## src/rtl/cond_pkg.sv

```systemverilog
// Shared types and constants for the conditional-execution unit with IT blocks.
// Holds the condition-code enum, the flag bit positions inside {N,Z,C,V},
// and the IT-block FSM state type.
package cond_pkg;

   // ARM-style condition field encodings.
   typedef enum logic [3:0] {
      EQ = 4'h0, NE = 4'h1, CS = 4'h2, CC = 4'h3,
      MI = 4'h4, PL = 4'h5, VS = 4'h6, VC = 4'h7,
      HI = 4'h8, LS = 4'h9, GE = 4'hA, LT = 4'hB,
      GT = 4'hC, LE = 4'hD, AL = 4'hE, NV = 4'hF
   } cond_e;

   // Bit positions of each flag inside the 4-bit flag word.
   localparam int N = 3;
   localparam int Z = 2;
   localparam int C = 1;
   localparam int V = 0;

   // IT-block tracker states.
   typedef enum logic {
      IDLE   = 1'b0,
      ACTIVE = 1'b1
   } it_state_e;

endpackage

```

## src/rtl/cond_eval.sv

```systemverilog
// Combinational condition evaluator: decides whether a 4-bit condition
// holds for the given {N,Z,C,V} flags. AL and NV always pass.
module cond_eval
   import cond_pkg::*;
(
   input  logic [3:0] cond,
   input  logic [3:0] flags,
   output logic       pass
);

   // Standard N/Z/C/V decode of the condition field.
   always_comb begin
      // NOTE: pass gets a default before the case so no path leaves it unassigned (no latch).
      pass = 1'b1;
      case (cond_e'(cond))
         EQ:      pass =  flags[Z];
         NE:      pass = ~flags[Z];
         CS:      pass =  flags[C];
         CC:      pass = ~flags[C];
         MI:      pass =  flags[N];
         PL:      pass = ~flags[N];
         VS:      pass =  flags[V];
         VC:      pass = ~flags[V];
         HI:      pass =  flags[C] & ~flags[Z];
         LS:      pass = ~flags[C] |  flags[Z];
         GE:      pass = (flags[N] == flags[V]);
         LT:      pass = (flags[N] != flags[V]);
         GT:      pass = ~flags[Z] & (flags[N] == flags[V]);
         LE:      pass =  flags[Z] | (flags[N] != flags[V]);
         default: pass = 1'b1;
      endcase
   end

endmodule

```

## src/rtl/cond_unit_it.sv

```systemverilog
// Conditional-execution unit with IT-block tracking and an optional flag stack.
// Gates the decoder's PCS/RegW/MemW/Branch requests by the effective condition,
// owns the architectural flag register, and follows IT blocks of up to MAX_IT
// slots. Define COND_UNIT_FLAG_STACK_EN to build the STK_DEPTH-entry flag
// stack driven by FlagSave/FlagRestore; without it those inputs are ignored.
module cond_unit_it
   import cond_pkg::*;
#(
   parameter int MAX_IT    = 4,
   parameter int STK_DEPTH = 4
)(
   input  logic              clk,
   input  logic              reset,
   input  logic              InstrValid,
   input  logic [3:0]        Cond,
   input  logic [3:0]        ALUFlags,
   input  logic [1:0]        FlagW,
   input  logic              PCS,
   input  logic              RegW,
   input  logic              MemW,
   input  logic              Branch,
   input  logic              ITStart,
   input  logic [3:0]        ITCond,
   input  logic [2:0]        ITCount,
   input  logic [MAX_IT-1:0] ITPattern,
   input  logic              FlagSave,
   input  logic              FlagRestore,
   output logic              PCSrc,
   output logic              RegWrite,
   output logic              MemWrite,
   output logic              CondEx,
   output logic [3:0]        Flags,
   output logic              InIT,
   output logic [2:0]        ITRemain,
   output logic              ITErr,
   output logic              StkErr,
   output logic              StkFull,
   output logic              StkEmpty
);

   localparam int         SW      = (MAX_IT > 1) ? $clog2(MAX_IT) : 1;
   localparam logic [2:0] MAX_CNT = 3'(MAX_IT);

   it_state_e         state_q;
   logic [3:0]        base_q;
   logic [MAX_IT-1:0] pat_q;
   logic [SW-1:0]     slot_q;
   logic [2:0]        remain_q;

   logic [3:0]        flags_q;
   logic [3:0]        flags_wr;
   logic [3:0]        flags_d;
   logic [3:0]        eff_cond;
   logic              pass;
   logic              count_bad;
   logic              it_err_d;
   logic              it_err_q;

   assign InIT     = (state_q == ACTIVE);
   assign ITRemain = remain_q;
   assign Flags    = flags_q;
   assign ITErr    = it_err_q;

   // Inside a block the slot condition is the base, flipped in bit 0 for an else slot.
   assign eff_cond = InIT ? {base_q[3:1], base_q[0] ^ ~pat_q[slot_q]} : Cond;

   cond_eval u_cond_eval (
      .cond  (eff_cond),
      .flags (flags_q),
      .pass  (pass)
   );

   // An IT instruction itself always executes so that it can open its block.
   assign CondEx   = ITStart | pass;
   assign PCSrc    = (PCS | Branch) & CondEx & InstrValid;
   assign RegWrite = RegW & CondEx & InstrValid;
   assign MemWrite = MemW & CondEx & InstrValid;

   assign count_bad = (ITCount == 3'd0) || (ITCount > MAX_CNT);
   assign it_err_d  = InstrValid & ITStart & (InIT | count_bad);

   // Flag value produced by an ALU write this cycle, before any stack pop.
   always_comb begin
      flags_wr = flags_q;
      if (InstrValid && CondEx && FlagW[1]) flags_wr[N:Z] = ALUFlags[N:Z];
      if (InstrValid && CondEx && FlagW[0]) flags_wr[C:V] = ALUFlags[C:V];
   end

`ifdef COND_UNIT_FLAG_STACK_EN
   localparam int            PW      = $clog2(STK_DEPTH + 1);
   localparam int            AW      = (STK_DEPTH > 1) ? $clog2(STK_DEPTH) : 1;
   localparam logic [PW-1:0] STK_TOP = PW'(STK_DEPTH);

   logic [3:0]    stk_mem [STK_DEPTH];
   logic [PW-1:0] sp_q;
   logic [AW-1:0] wr_idx;
   logic [AW-1:0] rd_idx;
   logic          push_req;
   logic          pop_req;
   logic          both_req;
   logic          do_push;
   logic          do_pop;
   logic          stk_err_d;
   logic          stk_err_q;

   assign StkFull  = (sp_q == STK_TOP);
   assign StkEmpty = (sp_q == '0);
   assign StkErr   = stk_err_q;

   // Stack requests depend only on InstrValid; a failed condition still pushes or pops.
   assign push_req  = InstrValid & FlagSave & ~FlagRestore;
   assign pop_req   = InstrValid & FlagRestore & ~FlagSave;
   assign both_req  = InstrValid & FlagSave & FlagRestore;
   assign do_push   = push_req & ~StkFull;
   assign do_pop    = pop_req & ~StkEmpty;
   assign stk_err_d = both_req | (push_req & StkFull) | (pop_req & StkEmpty);

   assign wr_idx  = AW'(sp_q);
   assign rd_idx  = AW'(sp_q - PW'(1));
   assign flags_d = do_pop ? stk_mem[rd_idx] : flags_wr;

   // Stack storage captures the flags as they were before this edge's write.
   always_ff @(posedge clk) begin
      // NOTE: the entries are not reset; the pointer alone decides what is valid.
      if (do_push) stk_mem[wr_idx] <= flags_q;
   end

   // Stack pointer and stack error pulse.
   always_ff @(posedge clk or negedge reset) begin
      if (!reset) begin
         sp_q      <= '0;
         stk_err_q <= 1'b0;
      end else begin
         stk_err_q <= stk_err_d;
         if (do_push)     sp_q <= sp_q + PW'(1);
         else if (do_pop) sp_q <= sp_q - PW'(1);
      end
   end
`else
   logic unused_stk;
   localparam int unused_stk_depth = STK_DEPTH;

   assign unused_stk = FlagSave ^ FlagRestore;
   assign flags_d    = flags_wr;
   assign StkFull    = 1'b0;
   assign StkEmpty   = 1'b1;
   assign StkErr     = 1'b0;
`endif

   // Architectural flag register and the IT error pulse.
   always_ff @(posedge clk or negedge reset) begin
      if (!reset) begin
         // NOTE: sequential state always uses non-blocking assignment.
         flags_q  <= 4'b0000;
         it_err_q <= 1'b0;
      end else begin
         flags_q  <= flags_d;
         it_err_q <= it_err_d;
      end
   end

   // IT-block tracker: opens on a legal IT, counts slots down, closes early on a taken branch.
   always_ff @(posedge clk or negedge reset) begin
      if (!reset) begin
         state_q  <= IDLE;
         base_q   <= 4'h0;
         pat_q    <= '0;
         slot_q   <= '0;
         remain_q <= 3'd0;
      end else if (InstrValid) begin
         case (state_q)
            IDLE: begin
               if (ITStart && !count_bad) begin
                  state_q  <= ACTIVE;
                  base_q   <= ITCond;
                  pat_q    <= ITPattern;
                  slot_q   <= '0;
                  remain_q <= ITCount;
               end
            end
            ACTIVE: begin
               if (PCSrc || (remain_q == 3'd1)) begin
                  state_q  <= IDLE;
                  slot_q   <= '0;
                  remain_q <= 3'd0;
               end else begin
                  slot_q   <= slot_q + SW'(1);
                  remain_q <= remain_q - 3'd1;
               end
            end
            default: state_q <= IDLE;
         endcase
      end
   end

endmodule

```

## config.mk

```make
export PLATFORM = sky130hd
export DESIGN_NAME = cond_unit_it
export DESIGN_NICKNAME = d
export VERILOG_FILES = /design/src/rtl/cond_pkg.sv /design/src/rtl/cond_eval.sv /design/src/rtl/cond_unit_it.sv
export SDC_FILE = /design/constraint.sdc
export NUM_CORES = 1
export LEC_CHECK = 0
export CAP_MARGIN = 15
export CORE_UTILIZATION = 46
export CTS_CLUSTER_DIAMETER = 150
export CTS_CLUSTER_SIZE = 40
export DETAILED_ROUTE_END_ITERATION = 10
export PLACE_DENSITY = 0.82
export SYNTH_ARGS = -nofsm -noshare
export SYNTH_HDL_FRONTEND = slang
export SYNTH_SLANG_ARGS = --single-unit
```

## constraint.sdc

```tcl
create_clock -name clk -period 5.05 [get_ports clk]
set_input_delay 0.505 -clock clk [delete_from_list [all_inputs] [get_ports clk]]
set_output_delay 0.505 -clock clk [all_outputs]
set_load 0.1 [all_outputs]
```

# After elaboration in Yosys (flattened, before gate mapping)
# Index checks and enable logic that the tools add are counted.
dict set report classes {
  muxes 13
  n_reduce_logical 11
  eq_ne 17
  n_lt_le_gt_ge 2
  bitwise_logic 22
  addsub 2
}
# op count
set op_table {}
lappend op_table {{equality test 4 bit (second input constant)} 6}
lappend op_table {{equality test 4 x 3 -> 1 bit (second input constant)} 4}
lappend op_table {{case mux 1 bit (14 select lines)} 1}
lappend op_table {{bitwise AND 1 bit} 10}
lappend op_table {{equality test 4 x 2 -> 1 bit (second input constant)} 2}
lappend op_table {{two-way mux 3 bit} 2}
lappend op_table {{NOT 1 bit} 6}
lappend op_table {{case mux 3 bit (2 select lines)} 1}
lappend op_table {{OR 1 bit} 5}
lappend op_table {{equality test 4 x 1 -> 1 bit (second input constant)} 1}
lappend op_table {{logical AND 1 bit} 4}
lappend op_table {{logical NOT 4 bit} 1}
lappend op_table {{two-way mux 2 bit} 2}
lappend op_table {{two-way mux 4 bit} 1}
lappend op_table {{case mux 2 bit (2 select lines)} 1}
lappend op_table {{equality test 3 x 1 -> 1 bit (second input constant)} 1}
lappend op_table {{> comparator 3 bit (second input constant)} 1}
lappend op_table {{logical NOT 3 bit} 1}
lappend op_table {{< comparator 2 x 3 -> 1 bit (second input constant)} 1}
lappend op_table {{two-way mux 1 bit} 3}
lappend op_table {{AND reduction 3 bit} 1}
lappend op_table {{subtractor 3 x 1 -> 3 bit (second input constant)} 1}
lappend op_table {{adder 2 x 1 -> 2 bit (second input constant)} 1}
lappend op_table {{binary-select mux 1 bit (select 2 bit)} 1}
lappend op_table {{other kinds (8)} 9}
dict set report word_totals {
  regBits 19
  output_inout_bits 16
  in_bits 31
}

# Longest topological paths before layout
# Gate-level depths: netlist (run 1).
dict set report depth {
  ltp_word 13
  depth_mapped 8
  mapped_depth_nobuf 7
}

# Cells and area by module
# From an unflattened synthesis (run 1), not the netlist that was laid out.
dict set report hier_totals {
  cells_unflattened 108
  hier_area_um2 1176.1
}
# module area_per_inst_um2 cells_per_inst instances seq_area_each_um2
set by_module_without_submodules {}
lappend by_module_without_submodules {cond_unit_it 1011.0 85 1 475.5}
lappend by_module_without_submodules {cond_eval 165.2 23 1 0.0}

# Worst setup path before layout (run 1)
# No wires, ideal clock.
dict set report synth_path {
  path_type {flip-flop to output port}
  start {register state_q (netlist: InIT)}
  end {output port MemWrite}
  path_stages_with_launch 8
  path_buffers 1
  slack_ns 1.197
  required_time_ns 4.545
  t_arrival_ns 3.348
  cell_sequence {dfrtp_1 clkbuf_2 mux2i_1 mux2i_1 a221oi_1 o311ai_2 o41a_4 and3_1}
}
dict set report synth_between {
  elab_chain_cells 6
  word_cells_on_any_way 19
  cone_classes {13 x eq/ne; 2 x mux; 3 x bitwise; 1 x reduce/logical}
}
# element line
set synth_rtl {}
lappend synth_rtl {{start: declaration} cond_unit_it.sv:44} ;# it_state_e state_q;
lappend synth_rtl {{start signal: assignment} cond_unit_it.sv:165} ;# state_q <= IDLE;
lappend synth_rtl {{start signal: assignment} cond_unit_it.sv:174} ;# state_q <= ACTIVE;
lappend synth_rtl {{start signal: assignment} cond_unit_it.sv:183} ;# state_q <= IDLE;
lappend synth_rtl {{two-way mux 4 bit (*)} cond_unit_it.sv:65} ;# assign eff_cond = InIT ? {base_q[3:1], base_q[0] ^ ~pat_q[slot_q]} : Cond;
lappend synth_rtl {{equality test 4 bit, or another cell as far along} cond_eval.sv:15} ;# case (cond_e'(cond))
lappend synth_rtl {{case mux 1 bit (14 select lines) (*)} cond_eval.sv:15}
lappend synth_rtl {{OR 1 bit (*)} cond_unit_it.sv:74} ;# assign CondEx = ITStart | pass;
lappend synth_rtl {{net CondEx} cond_unit_it.sv:31} ;# output logic CondEx,
lappend synth_rtl {{bitwise AND 1 bit (*) (2 in series)} cond_unit_it.sv:77} ;# assign MemWrite = MemW & CondEx & InstrValid;
lappend synth_rtl {{end: declaration} cond_unit_it.sv:30} ;# output logic MemWrite,
# Mark *: on every way through the listed nets, which the timed path passes. The rest lies on a longest branch.

# Final worst setup path (run 1)
dict set report layout_path {
  start {register state_q (netlist: InIT)}
  end {output port CondEx}
}
dict set report layout_between {
  elab_chain_cells 4
  word_cells_on_any_way 17
  cone_classes {13 x eq/ne; 2 x mux; 1 x bitwise; 1 x reduce/logical}
}
# element line
set layout_rtl {}
lappend layout_rtl {{two-way mux 4 bit (*)} cond_unit_it.sv:65}
lappend layout_rtl {{equality test 4 bit, or another cell as far along} cond_eval.sv:15}
lappend layout_rtl {{case mux 1 bit (14 select lines) (*)} cond_eval.sv:15}
lappend layout_rtl {{OR 1 bit (*)} cond_unit_it.sv:74}
lappend layout_rtl {{end: declaration} cond_unit_it.sv:31}
# Every way passes the cells marked *; elsewhere a longest branch is shown, timed or not.

==> impl_metrics.yaml, run 1 <==
finish:
  drive_above_1_share_pct: 18.3
  finalNonFillerCells: 183
  area_growth_syn_to_layout_pct: 36.7
  antennaDiodeCount: 0
  final_layout_net_count: 187
critical_path:
  timing.setup.critical_path_class: "reg -> out"
  critical_path.reg2reg.endpoint: "Flags[2]"
  cp.arrival_ns: 3.46
  critical_path.cell_chain: "mux2_2 > mux2i_1 > nor3_1 > o311ai_2 > o41a_4 > clkdlybuf4s50_1"
  setup.reg_to_reg.worst_slack_ns: 2.43
  critPathBufInv: 1
  end_kind: "output pin"
  setup.worst_path.end: "CondEx"
  source_of_the_critical_timing_path: "InIT"
  startpoint_type: "register"
  crit-reg2reg-launch: "InIT"
  path_delay_family: "buffers and inverters"
  critical_path_cell_count: 6
  critical-path-max-stage-delay_ns: 1.14
  worst_ep_required_time_ns: 4.55
  worst-r2r-cell-count: 6
  cp_slowest_cell: "sky130_fd_sc_hd__clkdlybuf4s50_1"
  critical_path.max_fanout: 14
drt:
  routed-via-count: 989
  residual_antenna_violating_net_count_after_detailed_routing: 0
  detailed_route_vias_per_instance: 5.40
  dr_wl_cell_microns: 14.4
  drt_drc_violations_left: 0
  overall_routed_net_length_microns: 2640
  first_iter_violations: 22
  initial_drt_pass_iterations: 4
yosys:
  edff_count_synth: 0
  synthesis.area_sq_um: 1200
  post_synthesis_sequential_element_count: 19
  async_reset_ff_share_pct: 100
  largest_area_contributor_in_the_netlist: "sky130_fd_sc_hd__dfrtp_1"
  synth.cells.most_frequent: "19 x sky130_fd_sc_hd__dfrtp_1, 11 x sky130_fd_sc_hd__mux2_2, 8 x sky130_fd_sc_hd__inv_1, 7 x sky130_fd_sc_hd__nor2_1, 6 x sky130_fd_sc_hd__nand2_1"
  yosys.area.top_type_share_pct: 39.7
  avgSynthCellArea_sq_um: 10.7
  synth.distinct_cells: 42
  top_flip_flop_cell_by_instance_count_after_synthesis: "sky130_fd_sc_hd__dfrtp_1"
  synthMostInstantiatedCell: "sky130_fd_sc_hd__dfrtp_1"
  synth.yosys.seq_area_share_pct: 39.7
  synthesis.yosys.warnings: 0
  synth_area_leaders: "sky130_fd_sc_hd__dfrtp_1 40%, sky130_fd_sc_hd__mux2_2 10%, sky130_fd_sc_hd__mux2i_1 4.2%, sky130_fd_sc_hd__mux2_1 3.8%, sky130_fd_sc_hd__inv_1 2.5%"
  netlist_instances: 112
power_and_ir_drop:
  p_per_area_nw_per_um2: 731
  irDropWorstVdd_mv: 0.463
  total_power_w: 0.00120
  leakagePower_nw: 0.698
grt:
  first_global_vias: 961
  grt_pass1_wl_microns: 4250
  number_of_antenna_violations_at_the_first_check_in_global_routing: 0
  grt_util_all_layers_pct: 21.3
  grt_overflow: 0
  largest_net_degree_at_the_start_of_global_routing: 20
cts:
  cts_repair_resize_count: 0
  numCtsBuffers: 3
  cts_hold_repair.buffers: 0
  cts.root.buffer_cell: "sky130_fd_sc_hd__clkbuf_4"
  clockBufferDepth: 2
  cts_tree: "built"
  cts-htree-levels: 1
  clock-sinks: 19
  post_cts_setup_buffers: 0
  clock_insertion_delay_worst_skew_ns: 0.31
  clk_pin_slew_ns: 0.12
floorplanning:
  core_area_sq_um: 2480
  die-width_microns: 53.0
  design.portCount: 47
  fp.dieArea_sq_um: 2810
  initial_core_util_pct: 48.4
  die_height_microns: 53.0
  rows: 18
placement:
  place.detailed.instances: 179
  dp.final_hpwl_microns: 2090
  buffer_ports.inserted: 41
  place.gp.congestion: 0.816
  pre_cts_ws_ns: 1.28
timing:
  worst_pin_slew_ns: 0.986
  maxSlewViolCount: 0
  timing_hold_violations_final: 0
  layout_setup_ws_ns: 1.09
  worst_clk_skew_ns: 0.00903
  tns_ns: 0
  report.final.setup_viol: 0
  min_clock_period_post_route_ns: 3.96
  grt_setup_unrepaired: "no"
  fmaxAchievable_mhz: 252
  timing.max_slew.rel_slack_pct: 34.0
  post-route-period-util_pct: 78.5
flow_run:
  maxCapViolCount: 0
hold_path:
  hp-class: "reg -> reg"
  timing.hold.worst.start: "pat_q[2]"
run_status:
  outcome: "completed"
registers in the layout (all words and copies together), names as in the netlist:
name and flops:
ITRemain 3, ITErr 1, slot_q 2, InIT 1
pat_q 4, Flags 4, base_q 4
cell usage in the layout (no fill, tap or decap), types with 2 or more instances in the layout:
| cell | synthesis | final |
|---|---|---|
| sky130_fd_sc_hd__a22oi_1 | 2 | 2 |
| sky130_fd_sc_hd__buf_4 | 3 | 3 |
| sky130_fd_sc_hd__o21ai_0 | 2 | 2 |
| sky130_fd_sc_hd__clkdlybuf4s50_1 | 0 | 38 |
| sky130_fd_sc_hd__o22ai_1 | 2 | 2 |
| sky130_fd_sc_hd__dfrtp_1 | 19 | 19 |
| sky130_fd_sc_hd__and3_1 | 2 | 2 |
| sky130_fd_sc_hd__o21ai_1 | 3 | 3 |
| sky130_fd_sc_hd__nand3_2 | 2 | 2 |
| sky130_fd_sc_hd__nand2_1 | 6 | 6 |
| sky130_fd_sc_hd__xnor2_1 | 2 | 2 |
| sky130_fd_sc_hd__mux2_2 | 11 | 11 |
| sky130_fd_sc_hd__ha_1 | 2 | 2 |
| sky130_fd_sc_hd__nor2_1 | 7 | 7 |
| sky130_fd_sc_hd__conb_1 | 2 | 3 |
| sky130_fd_sc_hd__inv_1 | 8 | 8 |
| sky130_fd_sc_hd__nand2b_1 | 2 | 2 |
| sky130_fd_sc_hd__nor3_1 | 2 | 2 |
| sky130_fd_sc_hd__mux2i_1 | 5 | 5 |
| sky130_fd_sc_hd__a21oi_1 | 2 | 2 |
| sky130_fd_sc_hd__a221oi_1 | 3 | 3 |
| sky130_fd_sc_hd__clkbuf_4 | 0 | 3 |
| sky130_fd_sc_hd__mux2_1 | 4 | 4 |
report_power, final:
group | internal (W) | total, W | leakage, nW | switching, W
clock | 0.0000296 | 0.0000819 | 0.0177 | 0.0000523
combinational | 0.000268 | 0.000814 | 0.449 | 0.000546
sequential | 0.000223 | 0.000302 | 0.231 | 0.0000789
logic make-up after synthesis:
family	synth area share [%]
muxes	21.4
adders and majority gates	2.09
buffers and inverters	5.43
AOI/OAI and AO/OA	14.2
xor gates and xnor gates	2.19
other	0.627
DFF	39.7
and+or+nand+nor	14.4
area by class of cell:
cell class | instances | area [sq um]
Timing Repair Buffer | 41 | 403
Fill cell | 215 | 838
Tap cell | 30 | 37.5
Multi-Input combinational cell | 80 | 662
Clock inverter | 1 | 5.00
Inverter | 9 | 33.8
Sequential cell | 19 | 475
Clock buffer | 3 | 22.5
how the worst min path moves through the flow:
stage	slack, ns	depth (start not counted)	endpoint
floorplan	0.21	0	Flags[0]
global placement	0.49	1	pat_q[3]
detailed placement	0.50	1	pat_q[2]
CTS	0.52	1	pat_q[2]
global route	0.55	1	pat_q[2]
finish	0.52	1	pat_q[2]
metal layers:
layer,wire (microns),track usage [%],vias up
met1,1210,28.8,469
li1,-,-,486
met3,118,3.16,5
met5,0,0,-
met2,1260,33.1,29
met4,53,10.1,0
worst register-to-register path: cells and delay by family (launching register included):
| family | cells | cell delay [ns] |
|---|---|---|
| and+or+nand+nor | 1 | 0.11 |
| AOI/OAI and AO/OA | 2 | 0.71 |
| DFF | 1 | 0.68 |
| muxes | 3 | 1.00 |
per-stage QoR:
stage | cell area, sq um | util (%) | hold slack [ns]
floorplan | 1200 | - | 0.209
global placement | 1610 | 65.1 | 0.487
detailed placement | 1610 | 65.1 | 0.495
CTS | 1640 | 66.2 | 0.523
global route | 1640 | 66.2 | 0.548
finish | 1640 | 66.2 | 0.518
(Power assumes the default switching activity.)
==> run 2: changes to the inputs <==
--- a/config.mk
+++ b/config.mk
@@ -6,11 +6,11 @@
 export NUM_CORES = 1
 export LEC_CHECK = 0
 export CAP_MARGIN = 15
-export CORE_UTILIZATION = 46
+export CORE_UTILIZATION = 43
 export CTS_CLUSTER_DIAMETER = 150
 export CTS_CLUSTER_SIZE = 40
 export DETAILED_ROUTE_END_ITERATION = 10
-export PLACE_DENSITY = 0.82
+export PLACE_DENSITY = 0.77
 export SYNTH_ARGS = -nofsm -noshare
 export SYNTH_HDL_FRONTEND = slang
 export SYNTH_SLANG_ARGS = --single-unit
==> constraint.sdc (replaced) <==
create_clock -name clk -period 3.85 [get_ports clk]
set_input_delay 0.385 -clock clk [delete_from_list [all_inputs] [get_ports clk]]
set_output_delay 0.385 -clock clk [all_outputs]
set_load 0.1 [all_outputs]
==> run 2 against run 1 <==
  * Global-route usage fell by 0.15 points
  * Total power increased by 31%
  * Combinational power up 30%
  * Non-clock buffer count stayed put
  * First-iteration DRC count decreased by 64%
  * Clock skew down 0.0066 ns
  * Critical path depth unchanged
  * Core utilization fell by 1.9 points
  * Via count up 2.7%
  * Sequential cell count unchanged
  * Critical path type unchanged
==> impl_metrics.yaml, run 2 (same netlist as run 1, synthesis figures left out) <==
grt:
  first_global_vias: 1024
  number_of_antenna_violations_at_the_first_check_in_global_routing: 0
  largest_net_degree_at_the_start_of_global_routing: 20
  grt_pass1_wl_microns: 4370
  grt_util_all_layers_pct: 21.2
  grt_overflow: 0
cts:
  clockBufferDepth: 2
  cts_hold_repair.buffers: 0
  clk_pin_slew_ns: 0.11
  cts.root.buffer_cell: "sky130_fd_sc_hd__clkbuf_4"
  cts_tree: "built"
  numCtsBuffers: 3
  cts_repair_resize_count: 0
  clock-sinks: 19
  clock_insertion_delay_worst_skew_ns: 0.30
  post_cts_setup_buffers: 0
  cts-htree-levels: 1
critical_path:
  cp.arrival_ns: 2.82
  startpoint_type: "register"
  path_delay_family: "compound AO/OA/AOI/OAI gates"
  critical_path.max_fanout: 14
  worst_ep_required_time_ns: 3.46
  critPathBufInv: 1
  end_kind: "output pin"
  critical-path-max-stage-delay_ns: 0.70
  timing.setup.critical_path_class: "reg -> out"
  critical_path.cell_chain: "mux2_2 > mux2i_1 > o311ai_1 > o41a_4 > and3_1 > buf_4"
  cp_slowest_cell: "sky130_fd_sc_hd__dfrtp_1"
floorplanning:
  die_height_microns: 54.8
  design.portCount: 47
  core_area_sq_um: 2540
  fp.dieArea_sq_um: 3000
  die-width_microns: 54.8
  initial_core_util_pct: 47.1
  rows: 18
finish:
  final_core_utilization_pct: 64.3
  final_cell_mix: "37 x sky130_fd_sc_hd__clkdlybuf4s50_1, 19 x sky130_fd_sc_hd__dfrtp_1, 11 x sky130_fd_sc_hd__mux2_2"
  drive_above_1_share_pct: 19.0
  layout_commonest_cell: "sky130_fd_sc_hd__clkdlybuf4s50_1"
  area_growth_syn_to_layout_pct: 36.5
  finalNonFillerCells: 183
  antennaDiodeCount: 0
  final_layout_net_count: 187
timing:
  tns_ns: 0
  worst_pin_slew_ns: 0.984
  timing.max_slew.rel_slack_pct: 34.2
  maxSlewViolCount: 0
  min_clock_period_post_route_ns: 3.20
  report.final.setup_viol: 0
  timing_hold_violations_final: 0
  worst_clk_skew_ns: 0.00247
  post-route-period-util_pct: 83.2
  grt_setup_unrepaired: "no"
  fmaxAchievable_mhz: 312
drt:
  drt_drc_violations_left: 0
  detailed_route_vias_per_instance: 5.55
  residual_antenna_violating_net_count_after_detailed_routing: 0
  routed-via-count: 1016
  first_iter_violations: 8
  dr_wl_cell_microns: 14.5
  overall_routed_net_length_microns: 2650
  initial_drt_pass_iterations: 4
run_status:
  outcome: "completed"
placement:
  place.detailed.instances: 179
  place.gp.congestion: 0.797
  dp.final_hpwl_microns: 2130
  buffer_ports.inserted: 41
power_and_ir_drop:
  irDropWorstVdd_mv: 0.779
  p_per_area_nw_per_um2: 956
  leakagePower_nw: 0.698
hold_path:
  hp-class: "reg -> reg"
flow_run:
  maxCapViolCount: 0
## run 2: report_power, final
group | total (W) | switching [W] | internal, W
Sequential | 0.000397 | 0.000104 | 0.000293
Combinational | 0.00106 | 0.000714 | 0.000349
Clock | 0.000105 | 0.0000658 | 0.0000388
Total | 0.00156 | 0.000884 | 0.000681
## run 2: per-stage QoR
| stage | worst slack [ns] | hold WS, ns | total power [W] | cell area, sq um |
|---|---|---|---|---|
| floorplan | 0.117 | 0.0894 | 0.00123 | 1200 |
| global placement | 1.05 | 0.489 | 0.00144 | 1610 |
| detailed placement | 0.994 | 0.501 | 0.00147 | 1610 |
| CTS | 0.647 | 0.529 | 0.00158 | 1640 |
| global route | 0.515 | 0.551 | 0.00165 | 1640 |
| finish | 0.648 | 0.523 | 0.00156 | 1640 |
## run 2: final timing paths
| kind | from | endpoint | slack, ns | cells past startpoint |
|---|---|---|---|---|
| worst max-delay path | InIT | MemWrite | 0.65 | 6 |
| worst min-delay path | pat_q[2] | pat_q[2] | 0.52 | 1 |
| worst max register to register | InIT | Flags[1] | 1.21 | 6 |
| worst min register to register | pat_q[2] | pat_q[2] | 0.52 | 1 |
| max in group asynchronous | reset | InIT | 2.73 | 1 |
| min in group asynchronous | reset | ITRemain[1] | 0.58 | 1 |
## run 2: layout make-up
type                    instances  area [sq um]
clock inverters                 1          5.00
clock buffers                   3          22.5
flip-flops and latches         19           475
inverters                       9          33.8
multi-input cells              80           662
repair buffers                 41           400
fillers                       211           908
well taps                      30          37.5
## run 2: routing by layer
layer  up-vias  track usage, %  routed length, microns
met1       495            24.4                    1080
met3         5            2.78                     110
met5         -               0                       0
met2        30            38.0                    1420
met4         0            10.3                      48
li1        486               -                       -
## run 2: worst register-to-register path, cell delays in order, from the launching register on
cell and delay (ns):
sky130_fd_sc_hd__dfrtp_1 0.70, sky130_fd_sc_hd__mux2_2 0.45, sky130_fd_sc_hd__mux2i_1 0.22, sky130_fd_sc_hd__o311ai_1 0.19, sky130_fd_sc_hd__o41a_4 0.53, sky130_fd_sc_hd__nand3_2 0.11, sky130_fd_sc_hd__mux2_1 0.32
==> run 3: changes to the inputs <==
==> constraint.sdc (replaced) <==
create_clock -name clk -period 3.16 [get_ports clk]
set_input_delay 0.316 -clock clk [delete_from_list [all_inputs] [get_ports clk]]
set_output_delay 0.316 -clock clk [all_outputs]
set_load 0.1 [all_outputs]
==> run 3 against run 2 <==
  * Largest cell class unchanged
  * Critical path type unchanged
  * Clock power is 20% higher
  * Via count is 1.8% lower
  * Highest routed layer unchanged
  * Routed wire length is 1.4% higher
  * Design area is 3.1% higher
  * Largest power group unchanged
==> impl_metrics.yaml, run 3 (same netlist as run 1, synthesis figures left out) <==
critical_path:
  worst_ep_required_time_ns: 2.84
  critical_path.cell_chain: "mux2_2 > mux2i_1 > o311ai_1 > o41a_4 > and3_2 > buf_12"
  critical-path-max-stage-delay_ns: 0.57
  cp_slowest_cell: "sky130_fd_sc_hd__dfrtp_2"
  path_delay_family: "compound AO/OA/AOI/OAI gates"
  critical_path.max_fanout: 14
  timing.setup.critical_path_class: "reg -> out"
  end_kind: "output pin"
  cp.arrival_ns: 2.68
  critPathBufInv: 1
  setup.reg_to_reg.worst_slack_ns: 0.65
  startpoint_type: "register"
drt:
  overall_routed_net_length_microns: 2690
  detailed_route_vias_per_instance: 5.45
  routed-via-count: 998
  residual_antenna_violating_net_count_after_detailed_routing: 0
  initial_drt_pass_iterations: 4
  first_iter_violations: 15
  dr_wl_cell_microns: 14.7
  drt_drc_violations_left: 0
power_and_ir_drop:
  leakagePower_nw: 0.714
  irDropWorstVdd_mv: 0.955
  p_per_area_nw_per_um2: 1170
floorplanning:
  die_height_microns: 54.8
  rows: 18
  die-width_microns: 54.8
  design.portCount: 47
  fp.dieArea_sq_um: 3000
  core_area_sq_um: 2540
  initial_core_util_pct: 47.1
grt:
  first_global_vias: 942
  largest_net_degree_at_the_start_of_global_routing: 20
  grt_pass1_wl_microns: 4130
  grt_util_all_layers_pct: 20.0
  grt_overflow: 0
  number_of_antenna_violations_at_the_first_check_in_global_routing: 0
timing:
  timing.max_slew.rel_slack_pct: 35.3
  worst_pin_slew_ns: 0.968
  min_clock_period_post_route_ns: 3.00
  timing_hold_violations_final: 0
  grt_setup_unrepaired: "no"
  worst_clk_skew_ns: 0.0134
  report.final.setup_viol: 0
  fmaxAchievable_mhz: 334
  maxSlewViolCount: 0
  post-route-period-util_pct: 94.8
  tns_ns: 0
finish:
  sequential_cell_area_sq_um: 477
  antennaDiodeCount: 0
  final_cell_mix: "36 x sky130_fd_sc_hd__clkdlybuf4s50_1, 18 x sky130_fd_sc_hd__dfrtp_1, 11 x sky130_fd_sc_hd__mux2_2"
  filler_cells_inserted: 223
  final_area_sq_um: 1690
  layout_commonest_cell: "sky130_fd_sc_hd__clkdlybuf4s50_1"
  finalNonFillerCells: 183
  multi_input_area_sq_um: 664
  drive_above_1_share_pct: 21.6
  final_layout_net_count: 187
  area_growth_syn_to_layout_pct: 40.8
placement:
  place.detailed.instances: 179
  dp.final_hpwl_microns: 2030
  placed_cell_area_sq_um: 1660
  place.gp.congestion: 0.807
  buffer_ports.inserted: 41
cts:
  cts.root.buffer_cell: "sky130_fd_sc_hd__clkbuf_4"
  cts-htree-levels: 1
  post_cts_setup_buffers: 0
  numCtsBuffers: 3
  cts_repair_resize_count: 0
  cts_hold_repair.buffers: 0
  clock-sinks: 19
  clockBufferDepth: 2
  clk_pin_slew_ns: 0.12
  cts_tree: "built"
  clock_insertion_delay_worst_skew_ns: 0.31
hold_path:
  hp-class: "in -> async"
run_status:
  outcome: "completed"
flow_run:
  maxCapViolCount: 0
==> run 3: changes by cell type in the layout (fill, tap and decap cells not counted), sizes merged <==
cell	change
clkdlybuf4s50	-1
buf	+1
==> run 3: worst reg2reg max path: stages (launching register included) <==
cell and delay [ns]:
sky130_fd_sc_hd__dfrtp_2 0.57, sky130_fd_sc_hd__mux2_2 0.43, sky130_fd_sc_hd__mux2i_1 0.23, sky130_fd_sc_hd__o311ai_1 0.18, sky130_fd_sc_hd__o41a_4 0.54, sky130_fd_sc_hd__nand3_2 0.12
sky130_fd_sc_hd__mux2_1 0.32
==> run 3: per-layer routing <==
metal / vias to the layer above / share of wire (%) / global-route usage [%]
met5: - / 0 / 0
met4: 0 / 1.0 / 6.41
met3: 5 / 5.6 / 5.83
met2: 28 / 50 / 35.7
met1: 481 / 43 / 22.4
li1: 484 / - / -
==> run 3: final timing paths <==
path | startpoint | depth (start not counted) | endpoint
hold reg to reg | pat_q[0] | 1 | pat_q[0]
max in group asynchronous | reset | 1 | InIT
setup reg to reg | InIT | 6 | Flags[2]
setup / recovery | InIT | 6 | RegWrite
min in group clk | pat_q[0] | 1 | pat_q[0]
hold / removal | reset | 1 | ITErr
==> run 3: stage by stage <==
step,hold slack [ns],utilization (%),setup WS (ns),total power (W)
2_1_floorplan,0.0204,-,0.0899,0.00150
3_3_place_gp,0.488,65.2,0.488,0.00182
3_5_place_dp,0.495,65.2,0.429,0.00185
4_1_cts,0.509,66.3,0.163,0.00198
5_1_grt,0.545,66.3,0.0620,0.00208
6_report,0.500,66.3,0.163,0.00197
==> run 3: layout make-up <==
type	count	share of cell area, %
Multi-Input combinational cell	80	39.4
Sequential cell	19	28.2
Tap cell	30	2.22
Timing Repair Buffer	41	26.5
Clock buffer	3	1.33
Clock inverter	1	0.297
Inverter	9	2.00
==> run 3: power by group <==
group	switching [W]	internal, W
Combinational	0.000883	0.000477
Clock	0.0000791	0.0000473
Sequential	0.000127	0.000359
